===== src/rtl/rf_32.sv =====
// 32 x 32 register file with two registered read ports and one write port.
// Register 0 reads as zero. A read of the register being written on the same edge returns the new data.
module rf_32 #(
  parameter int unsigned DATA_WIDTH = 32,
  parameter int unsigned ADDR_WIDTH = 5,
  parameter int unsigned DEPTH      = 32
) (
  input  logic                  clock,
  input  logic                  reset_n,
  input  logic                  read_enabled,
  input  logic [ADDR_WIDTH-1:0] read_addr_s,
  input  logic [ADDR_WIDTH-1:0] read_addr_t,
  input  logic                  write_enabled,
  input  logic [ADDR_WIDTH-1:0] write_addr,
  input  logic [DATA_WIDTH-1:0] write_data,
  output logic [DATA_WIDTH-1:0] outA,
  output logic [DATA_WIDTH-1:0] outB
);

  logic [DATA_WIDTH-1:0] register_file [0:DEPTH-1];
  logic [DATA_WIDTH-1:0] read_s;
  logic [DATA_WIDTH-1:0] read_t;
  logic                  write_live;

  assign write_live = write_enabled && (write_addr != '0);

  always_ff @(posedge clock or negedge reset_n) begin
    if (!reset_n) begin
      for (int unsigned i = 0; i < DEPTH; i++) begin
        register_file[i] <= '0;
      end
    end else if (write_live) begin
      register_file[write_addr] <= write_data;
    end
  end

  // Forward the incoming write so a same-edge read never returns stale data.
  always_comb begin
    read_s = register_file[read_addr_s];
    read_t = register_file[read_addr_t];
    if (read_addr_s == '0) begin
      read_s = '0;
    end else if (write_live && (write_addr == read_addr_s)) begin
      read_s = write_data;
    end
    if (read_addr_t == '0) begin
      read_t = '0;
    end else if (write_live && (write_addr == read_addr_t)) begin
      read_t = write_data;
    end
  end

  always_ff @(posedge clock or negedge reset_n) begin
    if (!reset_n) begin
      outA <= '0;
      outB <= '0;
    end else if (read_enabled) begin
      outA <= read_s;
      outB <= read_t;
    end
  end

endmodule


===== config.mk =====
export PLATFORM = sky130hd
export DESIGN_NAME = rf_32
export DESIGN_NICKNAME = d
export VERILOG_FILES = /design/src/rtl/rf_32.sv
export SDC_FILE = /design/constraint.sdc
export NUM_CORES = 2
export LEC_CHECK = 0
export CORE_MARGIN = 2
export CORE_UTILIZATION = 30
export CTS_BUF_LIST = sky130_fd_sc_hd__clkbuf_4 sky130_fd_sc_hd__clkbuf_8
export CTS_CLUSTER_SIZE = 28
export DETAILED_ROUTE_END_ITERATION = 10
export MAX_ROUTING_LAYER = met4
export SLEW_MARGIN = 40
export SYNTH_ARGS = -nofsm -noshare
export SYNTH_HDL_FRONTEND = slang
export SYNTH_SLANG_ARGS = --single-unit

===== constraint.sdc =====
create_clock -name clock -period 1.5 [get_ports clock]
set_input_delay 0.15 -clock clock [delete_from_list [all_inputs] [get_ports clock]]
set_output_delay 0.15 -clock clock [all_outputs]
set_load 0.03 [all_outputs]

* After elaboration in Yosys (flattened, before gate mapping)
Index checks and enable logic that the tools add are counted.
** Word-level totals
- Bits in registers :: 1088
- Output and inout bits :: 64
- Bits of input ports :: 51
- Logic and storage cells :: 63
** Cells by class
- Mux-type cells :: 13
- Bitwise logic cells :: 3
- Equality and inequality tests :: 2
- Reduce and logical (&&, ||, !) cells :: 7
- Order comparisons :: 4
** Operators with widths (number)
- 1024-bit bitwise mux :: 1
- 32-bit binary-select mux with 5-bit select :: 2
- 32-bit two-way mux :: 9
- 32-bit demux with 5-bit select :: 1
- 6-bit greater-or-equal comparator (second input constant) :: 3
- 5-bit inverter with 6-bit output :: 3
- 5-bit equality test :: 2
- 5-bit logical NOT :: 2
- 6-bit by 1-bit < comparator with 1-bit output (second input constant) :: 1
- 5-bit nonzero test :: 1
- 1-bit logical AND :: 4

* Longest topological paths before layout
- Depth after elaboration :: 6
- Depth in mapped cells :: 8

* Worst setup path before layout
No wires, ideal clock.
- Path kind :: input to register
- From :: in read_addr_t[0]
- To :: reg outB[12]
- Buffers on the path :: 4
- Stages on the path :: 8
- Setup time :: 0.135 ns
- Data arrival time :: 1.802 ns
- Required time :: 1.365 ns
- Slack :: -0.437 ns
- Path through :: buf_2 > buf_6 > buf_6 > buf_2 > mux4_2 > a22o_1 > nor2_1 > o221ai_2
** Between the ends
- Word-level cells in the longest chain between the ends :: 6
- Elaborated cells on any way between the ends :: 9
- Classes of those cells :: eq/ne: 1; mux: 5; bitwise: 1; reduce/logical: 2
** Ends and longest elaborated chain
- start, declared :: RTL line 12 : input logic [ADDR_WIDTH-1:0] read_addr_t,
- 5-bit inverter with 6-bit output (not written as such) :: RTL line 40 : read_t = register_file[read_addr_t];
- 32-bit binary-select mux with 5-bit select :: RTL line 40
- 32-bit two-way mux (not written as such) (2 in series) :: RTL line 40
- 32-bit two-way mux :: RTL line 48 : end else if (write_live && (write_addr == read_addr_t)) begin
- 32-bit two-way mux * :: RTL line 46 : if (read_addr_t == '0) begin
- end signal, assigned :: RTL line 59 : outB <= read_t;
- end, declared :: RTL line 17 : output logic [DATA_WIDTH-1:0] outB
Mark *: on every way between the ends. The rest lies on a longest branch, timed or not. The select of a mux whose other input is x is not followed.
A chain may end at the register's enable or synchronous reset.

* Worst setup path in the final report
- From :: reg register_file[589] (netlist bit)
- To :: reg outA[13]
** Between the ends
- Word-level cells in the longest chain between the ends :: 5
** Ends and longest elaborated chain
- start, declared :: RTL line 20 : logic [DATA_WIDTH-1:0] register_file [0:DEPTH-1];
- start signal, assigned by index :: RTL line 33 : register_file[write_addr] <= write_data;
- 32-bit binary-select mux with 5-bit select :: RTL line 39 : read_s = register_file[read_addr_s];
- 32-bit two-way mux (not written as such) (2 in series) :: RTL line 39
- 32-bit two-way mux :: RTL line 43 : end else if (write_live && (write_addr == read_addr_s)) begin
- 32-bit two-way mux :: RTL line 41 : if (read_addr_s == '0) begin
- end signal, assigned :: RTL line 58 : outA <= read_s;
- end, declared :: RTL line 16 : output logic [DATA_WIDTH-1:0] outA,
Every way passes these cells. The select of a mux whose other input is x is not followed.

==> results.txt <==
The run finished, with violations left. The final reports fail on negative setup slack. For the number of hold violations in the final report, the log shows 0. Across the VDD grid, the largest voltage drop is 0.885 mV.

For the final database, setup skew stands at 39.2 ps. The first detailed-routing pass took 5 iterations. Using the TritonRoute via totals, the vias-per-cell ratio works out to 5.53. The H-tree was split into 4 levels. The estimated wirelength of the detail-placed design was 126000 um.

The count of pins over their slew limit is 0. For the leakage power of the design, the log shows 29.5 nW. Global routing finished with a remaining overflow of 0.

After synthesis, the netlist uses 33 different library cells. The width of the chip came out at 440 um. The most common library cell in the layout ignoring fill and taps is sky130_fd_sc_hd__dfrtp_1. The final critical path takes up 118% of the cycle.

The top-level I/O count was 115. The library cells used most frequently in the layout, excluding fill and tap cells, are sky130_fd_sc_hd__dfrtp_1 (1051), sky130_fd_sc_hd__mux2_2 (992), sky130_fd_sc_hd__mux4_2 (576). The tools report the type of element capturing the critical path as a flip-flop. In this run the deepest clock path goes through 3 buffers.

Setup violations remaining at the end of the flow were counted as 128. For this run, design rule violations remaining after detail routing come to 0. At the worst endpoint, the arrival time is 2540 ps. The initial antenna violation count is 2, and the share of cells above drive strength 1 is 64.4%. The maximum achievable frequency came out at 563 MHz. By startpoint and endpoint, the worst setup path is classified as flip-flop to flip-flop. For this run, the number of Yosys warnings is 0. The share of the Yosys chip area taken by registers is 47.7%. For this configuration, the core starts out at a cell density of 30.1%.

Cells fill 36.9% of the core in the end. The smallest setup slack after layout is -275 ps. The CTS sink count was 1088. The cell area after synthesis was 0.0571 mm^2. TritonCTS built the clock tree. Of the total power, combinational logic draws 23.1%. After synthesis, the mean cell area works out to 15.8 um^2.

The internal power of the cells was 64.0 mW. At the later pin of the worst-skew pair, clock insertion delay measures 910 ps. In this run, CTS created clock tree buffers numbering 186. Placer's final routability congestion estimate: 0.843. The worst path buffer plus inverter count is 1, and the worst setup slack after placement is -1010 ps.

The buffer cell driving the clock tree root was sky130_fd_sc_hd__clkbuf_8. The peak fanout along the critical path came out at 3. The switching share of power works out to 28.5%.

The logs give 2270 ps for the required time of the critical path and 0.190 mm^2 for the standard cell core area. Input and output buffers added on the ports amount to 114. At the end of the flow, the number of nets in the layout was 3965. Counting every net in the synthesized netlist gives 3665. Of the total power, registers draw 44.3%.

Synthesis produced 3614 cells. Measured along the y axis, the die boundary spans 440 um. For this block, the initial DRC count from the detailed router was 2706. Setup repair after global routing could not meet its margin everywhere.

The run gives 17600 as the number of fill cells. Summed over all nets, the switching power comes to 25.5 mW. The worst min-delay path class is input port to flip-flop. Max-cap violations in this run came to 0.

At the pin with the least slew margin, the transition time is 599 ps. In this run the tightest slew margin relative to its limit is 60.1%. The worst path in the final design needs a cycle of 1770 ps, including I/O delays and setup.

Total negative slack: -20710 ps. Entering global routing, the biggest net connects 73 pins. The remaining number of nets flagged by the antenna check after routing came out at 0. Clock-pin slew was measured on the worst setup and hold paths at 60 ps.

The signal on the critical path passes through mux4_2, mux4_2, clkinv_2, o221ai_2. The kind of cell adding the most delay to the critical path is multiplexers. The clock network is responsible for 32.6% of the overall power.

Across every metal layer, demand over resource in global routing totals 20.1%. Counting flops and latches in the post-synthesis netlist gives 1088. Across all layers, the routed design uses 36400 vias.

For the final wirelength, the log shows 188000 um. In this design, the stage delay of the slowest critical-path cell is 570 ps. Master of the slowest instance on the critical path: sky130_fd_sc_hd__mux4_2. The via count of the first global-routing pass was 38600.

The die covers 0.194 mm^2. The run gives 160 as the row count. The wire length per cell is 28.6 um, and the total power divided by cell area is 1280 mW/mm^2. The most numerous cell type found on the critical path is sky130_fd_sc_hd__mux4_2.

The worst setup path is launched from a flip-flop. The first global-routing pass estimated 277000 um of wire. From synthesis to final layout, the design area changed by 22.7%.
metal layers:
layer,vias up,part of all wire (%),wire length [um],GRT usage [%]
li1,14700,-,-,-
met1,20000,41,76900,25.1
met2,1226,50,94500,33.0
met3,390,5.1,9510,3.14
met4,0,3.9,7330,7.65
met5,-,0,0,-
cell families after synthesis:
family	count (synthesis)	share of synthesized area, %
DFF	1088	47.7
buffers and inverters	490	3.79
xor gates and xnor gates	10	0.154
and+or+nand+nor	192	1.67
AOI/OAI and AO/OA	266	4.35
muxes	1568	42.3
power groups by stage:
stage | combinational (mW) | clock (mW) | sequential, mW
after floorplan | 13.6 | 0 | 38.8
after global placement | 19.7 | 0 | 39.5
after detailed placement | 20.1 | 0 | 39.8
after CTS | 20.8 | 29.8 | 39.5
after global routing | 22.0 | 31.2 | 40.3
final | 20.7 | 29.2 | 39.6
final cells by class:
type                            instances  area (um^2)  area share [%]
Timing Repair Buffer                  537         6980            9.96
Tap cell                             2511         3140            4.49
Clock buffer                          309         3850            5.50
Inverter                               65          349           0.499
Antenna cell                            2         5.00         0.00715
Clock inverter                         27          208           0.297
Multi-Input combinational cell       2036        28200            40.3
Sequential cell                      1088        27300            39.0
per-stage QoR:
step	cell area [um^2]	hold WS [ps]	power, mW	cells
6_report	70000	112	89.4	6575
5_1_grt	70000	94.8	93.5	6575
4_1_cts	70000	52.9	90.1	6566
3_5_place_dp	65200	230	59.9	6217
3_3_place_gp	65200	235	59.2	6217
2_1_floorplan	57800	-146	52.4	3614
worst register-to-register path, delay by kind of cell, from the launching register on:
family / cells / cell delay (ps)
multiplexers: 2 / 1070
AO/OA/AOI/OAI: 1 / 90
flip-flops: 1 / 390
buffers and inverters: 1 / 80
worst paths after layout:
| kind | from | cells past startpoint | slack, ps | to |
|---|---|---|---|---|
| max in group asynchronous | reset_n | 5 | 600 | register_file[752] |
| worst max register to register | register_file[589] | 4 | -270 | outA[13] |
| worst min-delay path | read_addr_s[1] | 5 | 110 | outA[25] |
| worst max-delay path | register_file[589] | 4 | -270 | outA[13] |
| min in group asynchronous | reset_n | 4 | 200 | register_file[900] |
| worst min register to register | register_file[1015] | 0 | 400 | register_file[1015] |
Yosys cell counts (all sizes together):
cell type     n  area share (%)
dfrtp      1088              48
mux2        992              20
mux4        576              23
clkbuf      220             1.4
buf         205             1.9
a22o        128             2.0
nor2         85            0.56
nor2b        68            0.75
a41oi        64            0.98
clkinv       64            0.42
o221ai       64             1.2
nand2        19            0.13
xor2         10            0.15
nor3          4           0.055
nand3b        3           0.039
nor3b         3           0.039
a2111oi       2           0.096
a211o         2           0.031
a21o          2           0.026
and2          2           0.022
nand3         2           0.018
o21a          2           0.026
o21ai         2           0.018
or2           2           0.022
or4           2           0.026
and3          1           0.011
inv           1          0.0066
or3           1           0.011
state kept, by name, summed over array words and instances (netlist names):
signal / cells
outA: 32
register_file: 1024
outB: 32
repair_timing:
action,4_1_cts,5_1_grt
pin swaps,0,0
hold endpoints to repair,1137,0
endpoints found under the setup margin,128,128
resized for setup,497,4
buffers inserted,11,7
hold buffers,3,0
Note: power is estimated with default switching activity, not from simulation.
